File: config.mk
export PLATFORM = sky130hd
export DESIGN_NAME = vend_sequencer
export DESIGN_NICKNAME = d
export VERILOG_FILES = /design/src/rtl/vend_sequencer.sv
export SDC_FILE = /design/constraint.sdc
export NUM_CORES = 1
export LEC_CHECK = 0
export CAP_MARGIN = 30
export CORE_MARGIN = 2
export CORE_UTILIZATION = 55
export CTS_CLUSTER_DIAMETER = 60
export DETAILED_ROUTE_END_ITERATION = 10
export GPL_ROUTABILITY_DRIVEN = 0
export GPL_TIMING_DRIVEN = 0
export PLACE_DENSITY = 0.86
export SLEW_MARGIN = 20
export SYNTH_ARGS = -nofsm -noshare
export SYNTH_HDL_FRONTEND = slang
export SYNTH_SLANG_ARGS = --single-unit
File: constraint.sdc
create_clock -name clk -period 3.5 [get_ports clk]
set_input_delay 0.525 -clock clk [delete_from_list [all_inputs] [get_ports clk]]
set_output_delay 0.525 -clock clk [all_outputs]
set_load 0.05 [all_outputs]
File: src/rtl/vend_sequencer.sv
// Purpose: gruel vending sequencer - coin credit, vend handshake, dispense hold, unit-wise change/refund.
// Latency: vend_req rises 1 cycle after the completing coin; change_req rises 1 cycle after CHANGE entry.
// Backpressure: vend_req/change_req held until acked; coins refused with coin_reject while busy. Optional macro: VEND_TIMEOUT_EN.
module vend_sequencer #(
    parameter int PRICE          = 4,
    parameter int HOLD_CYCLES    = 8,
    parameter int TIMEOUT_CYCLES = 1024
) (
    input  logic       clk,
    input  logic       reset,
    input  logic       coin_valid,
    input  logic [1:0] coin_value,
    input  logic       cancel,
    input  logic       vend_ack,
    input  logic       change_ack,
    output logic       vend_req,
    output logic       change_req,
    output logic       gruel,
    output logic       coin_reject,
    output logic [2:0] state,
    output logic [3:0] credit,
    output logic [2:0] change_total
);

    if (PRICE < 1 || PRICE > 12) begin : g_bad_price
        $error("vend_sequencer: PRICE must be 1..12");
    end
    if (HOLD_CYCLES < 1) begin : g_bad_hold
        $error("vend_sequencer: HOLD_CYCLES must be >= 1");
    end
    if (TIMEOUT_CYCLES < 1) begin : g_bad_timeout
        $error("vend_sequencer: TIMEOUT_CYCLES must be >= 1");
    end

    typedef enum logic [2:0] {
        S_IDLE    = 3'd0,
        S_COLLECT = 3'd1,
        S_VEND    = 3'd2,
        S_HOLD    = 3'd3,
        S_CHANGE  = 3'd4
    } state_t;

    state_t      cur_state, nxt_state;
    logic [3:0]  credit_r, credit_d;
    logic [3:0]  change_left, change_left_d;
    logic [2:0]  change_total_r, change_total_d;
    logic        change_req_r, change_req_d;
    logic        coin_reject_r, coin_reject_d;
    logic [15:0] hold_cnt, hold_cnt_d;

    logic        coin_in;
    logic [3:0]  credit_sum;
    logic [3:0]  collect_credit;
    logic        timeout;
    logic        abort;

    assign coin_in    = coin_valid && (coin_value != 2'd0);
    assign credit_sum = credit_r + {2'b00, coin_value};
    // In COLLECT the coin is folded in before any cancel/threshold decision.
    assign collect_credit = coin_in ? credit_sum : credit_r;

`ifdef VEND_TIMEOUT_EN
    logic [15:0] to_cnt, to_cnt_d;

    assign timeout = (cur_state == S_COLLECT) && !coin_in && (to_cnt == 16'(TIMEOUT_CYCLES - 1));

    // Idle counter: runs only while staying in COLLECT without a new coin.
    always_comb begin
        to_cnt_d = 16'd0;
        if (cur_state == S_COLLECT && nxt_state == S_COLLECT && !coin_in)
            to_cnt_d = to_cnt + 16'd1;
    end

    // Idle counter register.
    always_ff @(posedge clk) begin
        if (reset) to_cnt <= 16'd0;
        else       to_cnt <= to_cnt_d;
    end
`else
    assign timeout = 1'b0;
`endif

    assign abort = cancel || timeout;

    // Next-state and next-datapath decode.
    always_comb begin
        nxt_state      = cur_state;
        credit_d       = credit_r;
        change_left_d  = change_left;
        change_total_d = change_total_r;
        change_req_d   = change_req_r;
        coin_reject_d  = 1'b0;
        hold_cnt_d     = hold_cnt;
        case (cur_state)
            S_IDLE: begin
                // A single large coin can complete the price straight from IDLE.
                if (coin_in) begin
                    credit_d       = credit_sum;
                    change_total_d = 3'd0;
                    if (credit_sum >= 4'(PRICE)) begin
                        nxt_state     = S_VEND;
                        change_left_d = credit_sum - 4'(PRICE);
                    end else begin
                        nxt_state = S_COLLECT;
                    end
                end
            end
            S_COLLECT: begin
                if (abort) begin
                    change_left_d  = collect_credit;
                    change_total_d = collect_credit[2:0];
                    credit_d       = 4'd0;
                    change_req_d   = 1'b0;
                    nxt_state      = S_CHANGE;
                end else if (coin_in) begin
                    credit_d = credit_sum;
                    if (credit_sum >= 4'(PRICE)) begin
                        nxt_state     = S_VEND;
                        change_left_d = credit_sum - 4'(PRICE);
                    end
                end
            end
            S_VEND: begin
                coin_reject_d = coin_in;
                if (vend_ack) begin
                    credit_d   = 4'd0;
                    hold_cnt_d = 16'd0;
                    nxt_state  = S_HOLD;
                end
            end
            S_HOLD: begin
                coin_reject_d = coin_in;
                if (hold_cnt == 16'(HOLD_CYCLES - 1)) begin
                    hold_cnt_d = 16'd0;
                    if (change_left == 4'd0) begin
                        nxt_state = S_IDLE;
                    end else begin
                        change_total_d = change_left[2:0];
                        change_req_d   = 1'b0;
                        nxt_state      = S_CHANGE;
                    end
                end else begin
                    hold_cnt_d = hold_cnt + 16'd1;
                end
            end
            S_CHANGE: begin
                coin_reject_d = coin_in;
                if (change_left == 4'd0) begin
                    change_req_d = 1'b0;
                    nxt_state    = S_IDLE;
                end else if (change_req_r && change_ack) begin
                    // Drop the request for a cycle after each released unit.
                    change_left_d = change_left - 4'd1;
                    change_req_d  = 1'b0;
                    if (change_left == 4'd1) nxt_state = S_IDLE;
                end else begin
                    change_req_d = 1'b1;
                end
            end
            default: begin
                nxt_state     = S_IDLE;
                credit_d      = 4'd0;
                change_left_d = 4'd0;
                change_req_d  = 1'b0;
                hold_cnt_d    = 16'd0;
            end
        endcase
    end

    // State and datapath registers.
    always_ff @(posedge clk) begin
        if (reset) begin
            cur_state      <= S_IDLE;
            credit_r       <= 4'd0;
            change_left    <= 4'd0;
            change_total_r <= 3'd0;
            change_req_r   <= 1'b0;
            coin_reject_r  <= 1'b0;
            hold_cnt       <= 16'd0;
        end else begin
            cur_state      <= nxt_state;
            credit_r       <= credit_d;
            change_left    <= change_left_d;
            change_total_r <= change_total_d;
            change_req_r   <= change_req_d;
            coin_reject_r  <= coin_reject_d;
            hold_cnt       <= hold_cnt_d;
        end
    end

    assign vend_req     = (cur_state == S_VEND);
    assign gruel        = (cur_state == S_HOLD);
    assign change_req   = change_req_r;
    assign coin_reject  = coin_reject_r;
    assign state        = cur_state;
    assign credit       = credit_r;
    assign change_total = change_total_r;

endmodule

==> Word-level counts from Yosys, hierarchy flattened <==
Index checks and enable logic that the tools add are counted.
{ "word_totals": {"out_inout_bits": 14, "regBits": 32, "input_bits": 8, "wordCells": 88} }
{ "op_classes": {"addsub": 4, "n_reduce_logical": 18, "n_lt_le_gt_ge": 1, "bitwise_logic": 5, "muxes": 36, "eq_ne": 17} }
{ "ops": {"columns": ["operator", "n"], "rows": [
  ["16-bit case mux with 3 select lines", 1],
  ["3-bit two-way mux", 14],
  ["16-bit two-way mux", 2],
  ["4-bit two-way mux", 8],
  ["4-bit case mux with 4 select lines", 2],
  ["16-bit by 1-bit adder with 16-bit output (second input constant)", 1],
  ["16-bit by 3-bit equality test with 1-bit output (second input constant)", 1],
  ["3-bit case mux with 5 select lines", 1],
  ["2-bit != test (second input constant)", 6],
  ["3-bit != test (second input constant)", 4],
  ["3-bit case mux with 3 select lines", 1],
  ["2-bit OR reduction", 4],
  ["7-bit AND reduction", 1],
  ["3-bit by 2-bit equality test with 1-bit output (second input constant)", 2],
  ["3-bit OR reduction", 2],
  ["1-bit two-way mux", 5],
  ["1-bit NOT", 5],
  ["5-bit AND reduction", 1],
  ["4-bit by 2-bit adder with 4-bit output", 1],
  ["4-bit by 1-bit equality test with 1-bit output (second input constant)", 1],
  ["4-bit by 3-bit greater-or-equal comparator with 1-bit output (second input constant)", 1],
  ["4-bit logical NOT", 1],
  ["1-bit case mux with 4 select lines", 1],
  ["2-bit AND reduction", 2],
  ["12 further kinds", 13]
]} }

==> Logic depth before layout (Yosys ltp) <==
Gate-level depths: netlist of run 1.
{ "depth": {"depth_word": 6, "ltp_mapped": 8, "depth_no_buf": 7} }

==> Worst setup path after synthesis of run 1 <==
No wires, ideal clock.
{ "synth_path": {"path_type": "reg-to-reg", "start": "register cur_state[2], in the netlist state[2]", "end": "register change_total_r[0], in the netlist change_total[0]", "setup_ns": 0.119, "required_time_ns": 3.381, "stages_incl_launch_ff": 9, "n_path_buf": 3, "period_less_slack_ns": 2.336, "arrival_time_ns": 2.217, "setup_slack_ns": 1.164, "path_cell_list": "dfxtp_1 buf_2 nor2b_1 and2_1 and2_1 buf_6 or3_1 buf_2 mux2i_1"} }
{ "synth_via": {"elab_chain_cells": 3, "word_cells_on_any_way": 10, "classes_between": "6 x eq/ne; 1 x mux; 3 x reduce/logical"} }
{ "synth_rtl": {"columns": ["item", "line_no", "rtl"], "rows": [
  ["start: declaration", "43", "state_t cur_state, nxt_state;"],
  ["start signal: assignment", "181", "cur_state <= nxt_state;"],
  ["3-bit by 2-bit equality test with 1-bit output *", null, null],
  ["named net gruel", "18", "output logic gruel,"],
  ["2-bit != test (no line), or another cell as far along", null, null],
  ["5-bit AND reduction (no line)", null, null],
  ["end signal: assignment", "184", "change_total_r <= change_total_d;"],
  ["end: declaration", "46", "logic [2:0] change_total_r, change_total_d;"]
]} }
The timed path passes the listed nets; every way through them passes the cells marked *.
A chain may end at the register's enable or synchronous reset.

==> Worst setup path in the final report of run 1 <==
{ "layout_path": {"start": "register cur_state[1], in the netlist state[1]", "end": "output port gruel"} }
{ "layout_via": {"elab_chain_cells": 1} }
{ "layout_rtl": {"columns": ["item", "line_no", "rtl"], "rows": [
  ["3-bit by 2-bit equality test with 1-bit output", "192", "assign gruel = (cur_state == S_HOLD);"],
  ["end: declaration", "18", null]
]} }
Every way passes these cells.

==> impl_metrics.yaml, run 1 <==
run_status:
  status: "complete, no violations"
synth:
  syn_area_sq_um: 2090
  synth_area_leader_cell: "dfxtp_1"
  synth_edf_count: 0
  synthCells: 269
  synth_area_leaders: "dfxtp_1 31%, nand2_1 5.4%, a21oi_1 4.6%"
  synth-warning-count: 0
  synth_seq_area_share_pct: 30.66
  synth_cell_types: 56
  syn_nets: 283
  synthArstFlopShare_pct: 0
  synth.avg_cell_area_sq_um: 7.768
  synth_seq_cells: 32
  synth_flop_cell: "dfxtp_1"
  synth_top_area_share_pct: 30.66
clock_tree:
  post_cts_buffers: 0
  cts_sinks: 32
  cts_htree_levels: 2
  insertion_delay_ns: 0.29
  cts.hold.buffers_added: 0
  cts_resized: 0
  cts-root-buf: "clkbuf_8"
  cts_made_buffers: 5
  cts_tree: "done"
  ctsLongestPathBuffers: 2
  clk_pin_slew_ns: 0.07
setup_path:
  cp.depth: 3
  r2r_cells: 7
  cp.required_ns: 2.97
  critPathTopFamily: "buffers and inverters"
  critPathBufInv: 1
  path_class: "register to output pin"
  timing.rr.start: "credit[0]$_SDFFE_PP0P_"
  r2r_end: "change_left[3]$_SDFFE_PP0P_"
  start_kind: "register"
  reg2reg_slack_ns: 1.29
  critical_path.slowest_cell: "clkdlybuf4s50_1"
  crit_arrival_ns: 2.15
  cp-startpoint: "state[1]$_SDFFE_PP0P_"
  path_cells: "nor2b_1 -> and2_1 -> clkdlybuf4s50_1"
  critPathCaptureType: "output pin"
  critPathMaxFanout: 7
  cpPeakStageDelay_ns: 0.83
  crit_path_end: "gruel"
run:
  maxCapViolCount: 0
routing:
  routed_via_density: 6.113
  drt_pre_antenna_iters: 7
  drc: 0
  detail-route-antenna-nets: 0
  drt_iter0_drc: 214
  vias: 2109
  wl_um: 5072
  wl_per_cell_um: 14.70
die:
  io_pins: 22
  die_x_um: 65.64
  initial_core_util_pct: 57.07
  fp.coreArea_sq_um: 3661
  die-area_sq_um: 4308
  die_h_um: 65.64
  row_count: 22
sta:
  setup_viol: 0
  relSlewSlack_pct: 54.43
  fin_ws_ns: 0.8291
  fin_crit_ns: 2.671
  tightest_slew_ns: 0.6783
  tns_ns: 0
  holdWs_ns: 0.4598
  max_freq_ghz: 0.3744
  skew_ns: 0.003840
  rsz0062_at_grt: "no"
  slew_viol_final: 0
  finalHoldViolations: 0
  fin_crit_sh_pct: 76.31
global_routing:
  grt_util_all_layers_pct: 24.45
  grt_first_pass_wirelength_um: 8183
  antenna_found_initial: 0
  gr-total-overflow: 0
  grt_pass1_vias: 1814
  grt_start_max_net_pins: 11
power_and_ir_drop:
  power_density_nw_per_um2: 569.3
  p_leak_uw: 0.0008491
  finalPower_uw: 1388
  irDropWorstVdd_mv: 0.5063
place:
  post-place-ws_ns: 0.6225
  placed_area_sq_um: 2360
  hpwl_um: 3726
  portBuffers: 21
finish:
  fillers: 325
  layout-drive-gt1-share_pct: 7.744
  nNetsFinal: 311
  n_antenna_cell: 0
  stdcell_area_sq_um: 2437
  areaGrowthSynthToFinish_pct: 16.65
hold_path:
  hold_start: "change_total[0]$_SDFFE_PP0P_"
  hp-class: "register to register"
per-layer routing:
| metal | wire (um) | global-route usage, % | vias to the layer above | part of all wire (%) |
|---|---|---|---|---|
| met4 | 77 | 8.333 | 0 | 1.5 |
| met3 | 495 | 5.651 | 15 | 9.8 |
| met5 | 0 | 0 | - | 0 |
| li1 | - | - | 1033 | - |
| met2 | 2195 | 37.88 | 118 | 43 |
| met1 | 2303 | 33.26 | 943 | 45 |
per-stage QoR:
stage | cells | utilization, %
finish | 345 | 66.58
global route | 345 | 66.58
CTS | 345 | 66.58
detailed placement | 338 | 64.46
global placement | 338 | 64.46
floorplan | 269 | -
cell usage in the layout, fill, tap and decap left out, types with 3 or more instances in the layout:
cell,netlist,final
dfxtp_1,32,32
nand2_1,30,30
nor2_1,24,24
clkdlybuf4s50_1,0,21
a21oi_1,19,19
o21ai_0,16,16
clkbuf_1,12,13
nand3_1,12,12
nor3_1,8,8
mux2i_1,8,8
inv_1,6,6
buf_2,6,6
nand4_1,6,6
xor2_1,6,6
nor2b_1,5,5
xnor2_1,5,5
ha_1,5,5
clkbuf_8,0,5
and2_1,4,4
a311oi_1,4,4
nor3b_1,4,4
a22oi_1,4,4
and3_1,3,3
a31oi_1,3,3
worst min-delay path by stage:
stage | end | cells after the start
after detailed placement | change_total[1]$_SDFFE_PP0P_ | 2
final | change_total[0]$_SDFFE_PP0P_ | 2
after floorplan | hold_cnt[15]$_SDFFE_PP0P_ | 2
after CTS | change_total[1]$_SDFFE_PP0P_ | 2
after global routing | change_total[0]$_SDFFE_PP0P_ | 2
after global placement | change_total[2]$_SDFFE_PP0P_ | 2
flip-flops by register name, indices dropped and copies added, names as in the netlist:
name / count
change_total: 3
change_left: 4
state: 3
change_req: 1
hold_cnt: 16
credit: 4
coin_reject: 1
worst reg2reg max path, cell delays in order (launching register included):
cell and delay, ns:
dfxtp_1 0.34, ha_1 0.21, fa_1 0.36, clkbuf_1 0.19, xnor2_1 0.20, a2111oi_0 0.42
mux2i_1 0.14, a221oi_1 0.26
Yosys cell counts, drive strengths merged (4+ instances only):
library cell,number
a21oi,19
a22oi,4
a311oi,4
and2,4
buf,7
clkbuf,12
dfxtp,32
ha,5
inv,6
mux2i,8
nand2,30
nand3,12
nand4,6
nor2,24
nor2b,5
nor3,8
nor3b,4
o21ai,18
xnor2,5
xor2,6
kinds of logic (layout without fill, tap and decap cells):
| kind of cell | after synthesis | in the layout | share of synthesized area, % |
|---|---|---|---|
| compound gates | 71 | 71 | 22.28 |
| fa+ha+maj | 6 | 6 | 3.952 |
| flops | 32 | 32 | 30.66 |
| xor+xnor | 11 | 11 | 4.611 |
| simple gates | 114 | 114 | 28.38 |
| mux | 10 | 10 | 4.910 |
| buf+inv | 25 | 53 | 5.209 |
final cells by class:
class	count	area, sq um	share of cell area [%]
multi-input cells	212	1340	54.98
well taps	48	60.06	2.464
clock buffers	6	72.57	2.977
plain buffers	19	86.33	3.542
repair buffers	21	210.2	8.624
clock inverters	1	5.005	0.2053
flip-flops and latches	32	640.6	26.28
inverters	6	22.52	0.9240
power breakdown:
group	total, uW	switching (uW)	internal, uW
sequential	440	41.2	399
combinational	676	429	247
clock	271	136	135
total	1390	607	781
Power figures use the tool's default switching activity.
==> run 2, diff against run 1 <==
--- a/config.mk
+++ b/config.mk
@@ -7,12 +7,12 @@
 export LEC_CHECK = 0
 export CAP_MARGIN = 30
 export CORE_MARGIN = 2
-export CORE_UTILIZATION = 55
+export CORE_UTILIZATION = 51
 export CTS_CLUSTER_DIAMETER = 60
 export DETAILED_ROUTE_END_ITERATION = 10
 export GPL_ROUTABILITY_DRIVEN = 0
 export GPL_TIMING_DRIVEN = 0
-export PLACE_DENSITY = 0.86
+export PLACE_DENSITY = 0.84
 export SLEW_MARGIN = 20
 export SYNTH_ARGS = -nofsm -noshare
 export SYNTH_HDL_FRONTEND = slang
==> constraint.sdc (replaced) <==
create_clock -name clk -period 2.2 [get_ports clk]
set_input_delay 0.33 -clock clk [delete_from_list [all_inputs] [get_ports clk]]
set_output_delay 0.33 -clock clk [all_outputs]
set_load 0.05 [all_outputs]
==> run 2 against run 1 <==
Compared with the run above:
- setup slack worse by 0.73 ns
- cell count up 0.29%
- critical endpoint is now change_left[0]$_SDFFE_PP0P_
- via count up 1.3%
- die area up 7.4%
- sequential share of layout area down 0.39 points
- core utilization down 4.0 points
==> impl_metrics.yaml, run 2 (same netlist as run 1, synthesis figures left out) <==
die:
  initial_core_util_pct: 52.61
  fp.coreArea_sq_um: 3971
  die-area_sq_um: 4625
  die_x_um: 68.01
  io_pins: 22
  die_h_um: 68.01
  row_count: 23
finish:
  top_register: "hold_cnt"
  nNetsFinal: 310
  final_cell_mix: "30 x nand2_1, 30 x dfxtp_1, 24 x nor2_1"
  final_core_util_pct: 62.54
  n_antenna_cell: 0
  largest_register_ffs: 16
  areaGrowthSynthToFinish_pct: 18.86
  layout-drive-gt1-share_pct: 12.50
  fillers: 351
sta:
  fin_crit_ns: 2.101
  tightest_slew_ns: 0.5253
  slew_viol_final: 0
  finalHoldViolations: 0
  tns_ns: 0
  holdWs_ns: 0.4563
  fin_crit_sh_pct: 95.51
  skew_ns: 0.003609
  setup_viol: 0
  relSlewSlack_pct: 64.66
  max_freq_ghz: 0.4759
setup_path:
  critPathMaxFanout: 4
  cp.required_ns: 2.42
  crit_arrival_ns: 2.32
  path_class: "input port to register"
  r2r_cells: 6
  critPathCaptureType: "register"
  start_kind: "input port"
clock_tree:
  clk_pin_slew_ns: 0.07
  ctsLongestPathBuffers: 2
  cts_sinks: 32
  insertion_delay_ns: 0.29
  cts_tree: "done"
  post_cts_buffers: 0
  cts_made_buffers: 5
  cts_htree_levels: 2
  cts.hold.buffers_added: 0
  cts-root-buf: "clkbuf_8"
power_and_ir_drop:
  p_leak_uw: 0.0008768
  irDropWorstVdd_mv: 0.5202
  power_density_nw_per_um2: 913.0
global_routing:
  gr-total-overflow: 0
  grt_util_all_layers_pct: 24.48
  grt_start_max_net_pins: 11
  antenna_found_initial: 0
  grt_first_pass_wirelength_um: 8549
  grt_pass1_vias: 1850
hold_path:
  holdPathStages: 2
  hp-class: "register to register"
run_status:
  status: "complete, no violations"
routing:
  drc: 0
  wl_um: 5308
  drt_pre_antenna_iters: 6
  drt_iter0_drc: 182
  detail-route-antenna-nets: 0
  routed_via_density: 6.173
  vias: 2136
  wl_per_cell_um: 15.34
place:
  hpwl_um: 3767
  portBuffers: 21
run:
  maxCapViolCount: 0
run 2: worst paths after layout:
kind / slack [ns] / to / from
worst max-delay path: 0.1 / change_left[0]$_SDFFE_PP0P_ / coin_value[1]
worst max register to register: 0.17 / state[1]$_SDFFE_PP0P_ / state[1]$_SDFFE_PP0P_
worst min-delay path: 0.46 / change_total[1]$_SDFFE_PP0P_ / change_total[1]$_SDFFE_PP0P_
worst min register to register: 0.46 / change_total[1]$_SDFFE_PP0P_ / change_total[1]$_SDFFE_PP0P_
run 2: critical path: stages:
cell             delay, ns
clkdlybuf4s50_1       0.56
ha_1                  0.26
a21oi_1               0.24
mux2_4                0.35
nand2_1               0.09
mux2_2                0.34
a31oi_1               0.15
run 2: metrics by stage:
| step | instances | total power (uW) | area, sq um | worst slack [ns] |
|---|---|---|---|---|
| 2_1_floorplan | 269 | 1502 | 2093 | 0.004860 |
| 3_3_place_gp | 340 | 1757 | 2366 | -0.3829 |
| 3_5_place_dp | 340 | 1773 | 2366 | -0.5079 |
| 4_1_cts | 346 | 2211 | 2441 | -0.01794 |
| 5_1_grt | 346 | 2403 | 2484 | -0.03123 |
| 6_report | 346 | 2268 | 2484 | 0.09882 |
run 2: per-layer routing:
| metal | routed length [um] | GRT usage [%] | up-vias |
|---|---|---|---|
| li1 | - | - | 1032 |
| met1 | 2506 | 33.30 | 997 |
| met2 | 2324 | 36.89 | 97 |
| met3 | 405 | 6.743 | 10 |
| met4 | 72 | 9.000 | 0 |
| met5 | 0 | 0 | - |
run 2: power breakdown:
part           switching (uW)  internal [uW]
combinational             714            408
sequential               70.8            636
clock                     224            215
total                    1010           1260
run 2: what timing repair did:
action | in CTS | in global routing
pin swaps | 1 | 2
gates cloned | 0 | 0
setup endpoints to repair | 6 | 8
gates resized for setup | 4 | 17
run 2: area by class of cell:
class / instances / area [sq um] / share of cell area, %
tap: 50 / 62.56 / 2.519
inverter: 6 / 22.52 / 0.9068
multi-input combinational: 212 / 1390 / 55.97
clock inverter: 1 / 5.005 / 0.2015
sequential: 32 / 643.1 / 25.89
timing repair buffer: 21 / 202.7 / 8.161
clock buffer: 6 / 72.57 / 2.922
buffer: 18 / 85.08 / 3.426
==> run 3, diff against run 2 <==
--- a/config.mk
+++ b/config.mk
@@ -6,9 +6,10 @@
 export NUM_CORES = 1
 export LEC_CHECK = 0
 export CAP_MARGIN = 30
+export CELL_PAD_IN_SITES_DETAIL_PLACEMENT = 0
+export CELL_PAD_IN_SITES_GLOBAL_PLACEMENT = 1
 export CORE_MARGIN = 2
-export CORE_UTILIZATION = 51
-export CTS_CLUSTER_DIAMETER = 60
+export CORE_UTILIZATION = 38
 export DETAILED_ROUTE_END_ITERATION = 10
 export GPL_ROUTABILITY_DRIVEN = 0
 export GPL_TIMING_DRIVEN = 0
==> run 3 against run 2 <==
Compared with the run above:
- global-route usage shrank 5.8 points
- combinational power is essentially flat
- via count shrank 3.5%
- first-iteration DRC count grew 67%
- final area grew 2.3%
- largest cell class unchanged
- critical path depth shrank 3
- critical path type is now register to output pin
- register-to-register slack is essentially flat
==> impl_metrics.yaml, run 3 (same netlist as run 1, synthesis figures left out) <==
routing:
  wl_per_cell_um: 14.93
  drc: 0
  routed_via_density: 5.616
  vias: 2061
  wl_um: 5478
  drt_iter0_drc: 304
  drt_pre_antenna_iters: 5
  detail-route-antenna-nets: 0
setup_path:
  crit_arrival_ns: 1.77
  timing.rr.start: "credit[0]$_SDFFE_PP0P_"
  critPathMaxFanout: 9
  r2r_end: "change_left[3]$_SDFFE_PP0P_"
  crit_path_end: "gruel"
  reg2reg_slack_ns: 0.17
  critPathCaptureType: "output pin"
  path_class: "register to output pin"
  r2r_cells: 6
  start_kind: "register"
  cp-startpoint: "state[2]$_SDFFE_PP0P_"
  cp.required_ns: 1.87
finish:
  stdcell_area_sq_um: 2540
  largest_register_ffs: 16
  seqCellArea_sq_um: 643.1
  multi_input_area_sq_um: 1369
  top_register: "hold_cnt"
  layout-drive-gt1-share_pct: 12.12
  areaGrowthSynthToFinish_pct: 21.56
  fillers: 514
  n_antenna_cell: 0
  nNetsFinal: 310
  final_cell_mix: "30 x nand2_1, 30 x dfxtp_1, 24 x nor2_1"
clock_tree:
  cts-root-buf: "clkbuf_8"
  cts_htree_levels: 2
  cts_sinks: 32
  clk_pin_slew_ns: 0.07
  cts_made_buffers: 5
  ctsLongestPathBuffers: 2
  cts_tree: "done"
  insertion_delay_ns: 0.29
place:
  placed_area_sq_um: 2391
  hpwl_um: 3978
  portBuffers: 21
global_routing:
  grt_pass1_vias: 1830
  gr-total-overflow: 0
  grt_util_all_layers_pct: 18.70
  antenna_found_initial: 0
  grt_first_pass_wirelength_um: 9066
  grt_start_max_net_pins: 11
die:
  die_h_um: 78.16
  die-area_sq_um: 6108
  fp.coreArea_sq_um: 5205
  row_count: 26
  io_pins: 22
  initial_core_util_pct: 40.14
  die_x_um: 78.16
sta:
  relSlewSlack_pct: 61.63
  slew_viol_final: 0
  tightest_slew_ns: 0.5716
  rsz0062_at_grt: "no"
  fin_crit_ns: 2.104
  skew_ns: 0.007756
  max_freq_ghz: 0.4753
  holdWs_ns: 0.4634
  setup_viol: 0
  finalHoldViolations: 0
  fin_crit_sh_pct: 95.63
hold_path:
  hold_start: "change_total[1]$_SDFFE_PP0P_"
  hp-class: "register to register"
  holdPathStages: 2
power_and_ir_drop:
  power_density_nw_per_um2: 966.0
  p_leak_uw: 0.0008941
  irDropWorstVdd_mv: 0.5074
run_status:
  status: "complete, no violations"
run:
  maxCapViolCount: 0
run 3: worst min path at each step:
stage	slack, ns	endpoint
3_5_place_dp	0.46	change_total[1]$_SDFFE_PP0P_
5_1_grt	0.49	change_total[0]$_SDFFE_PP0P_
2_1_floorplan	0.48	hold_cnt[15]$_SDFFE_PP0P_
6_report	0.46	change_total[1]$_SDFFE_PP0P_
4_1_cts	0.47	change_total[1]$_SDFFE_PP0P_
3_3_place_gp	0.45	change_total[2]$_SDFFE_PP0P_
run 3: layer usage:
layer / global-route usage [%] / up-vias / wire length, um
li1: - / 1031 / -
met1: 28.13 / 944 / 2685
met2: 26.03 / 81 / 2351
met3: 4.483 / 5 / 374
met4: 5.789 / 0 / 66
met5: 0 / - / 0
run 3: timing repair:
action                                  in CTS  in global routing
pin swaps                                    1                  2
gates resized for setup                      4                 12
endpoints found under the setup margin       6                  9
buffers inserted                             0                  0
hold buffers                                 0                  0
run 3: cell type report:
cell class	count	share of cell area, %
plain buffers	18	3.300
clock buffers	7	3.793
multi-input cells	212	53.89
well taps	70	3.448
clock inverters	1	1.182
inverters	6	0.8867
repair buffers	21	8.177
flip-flops and latches	32	25.32
run 3: power breakdown:
group | switching (uW) | internal, uW | leakage [uW]
combinational | 714 | 401 | 0.000570
clock | 235 | 400 | 0.0000645
sequential | 67.7 | 636 | 0.000260
total | 1020 | 1440 | 0.000894
run 3: metrics by stage:
step	utilization, %	setup slack, ns	power (uW)	TNS (ns)	cells
6_report	48.80	0.09615	2454	0	367
5_1_grt	48.80	0.003984	2605	0	367
4_1_cts	48.32	-0.04597	2435	-0.04597	367
3_5_place_dp	45.94	-0.4615	1784	-2.376	360
3_3_place_gp	45.94	-0.4019	1789	-2.256	360
2_1_floorplan	-	0.004860	1502	0	269
run 3: critical path, stage by stage (launching register included):
cell and delay, ns:
dfxtp_2 0.32, buf_2 0.16, nor2b_1 0.24, and2_2 0.24, clkdlybuf4s15_1 0.51
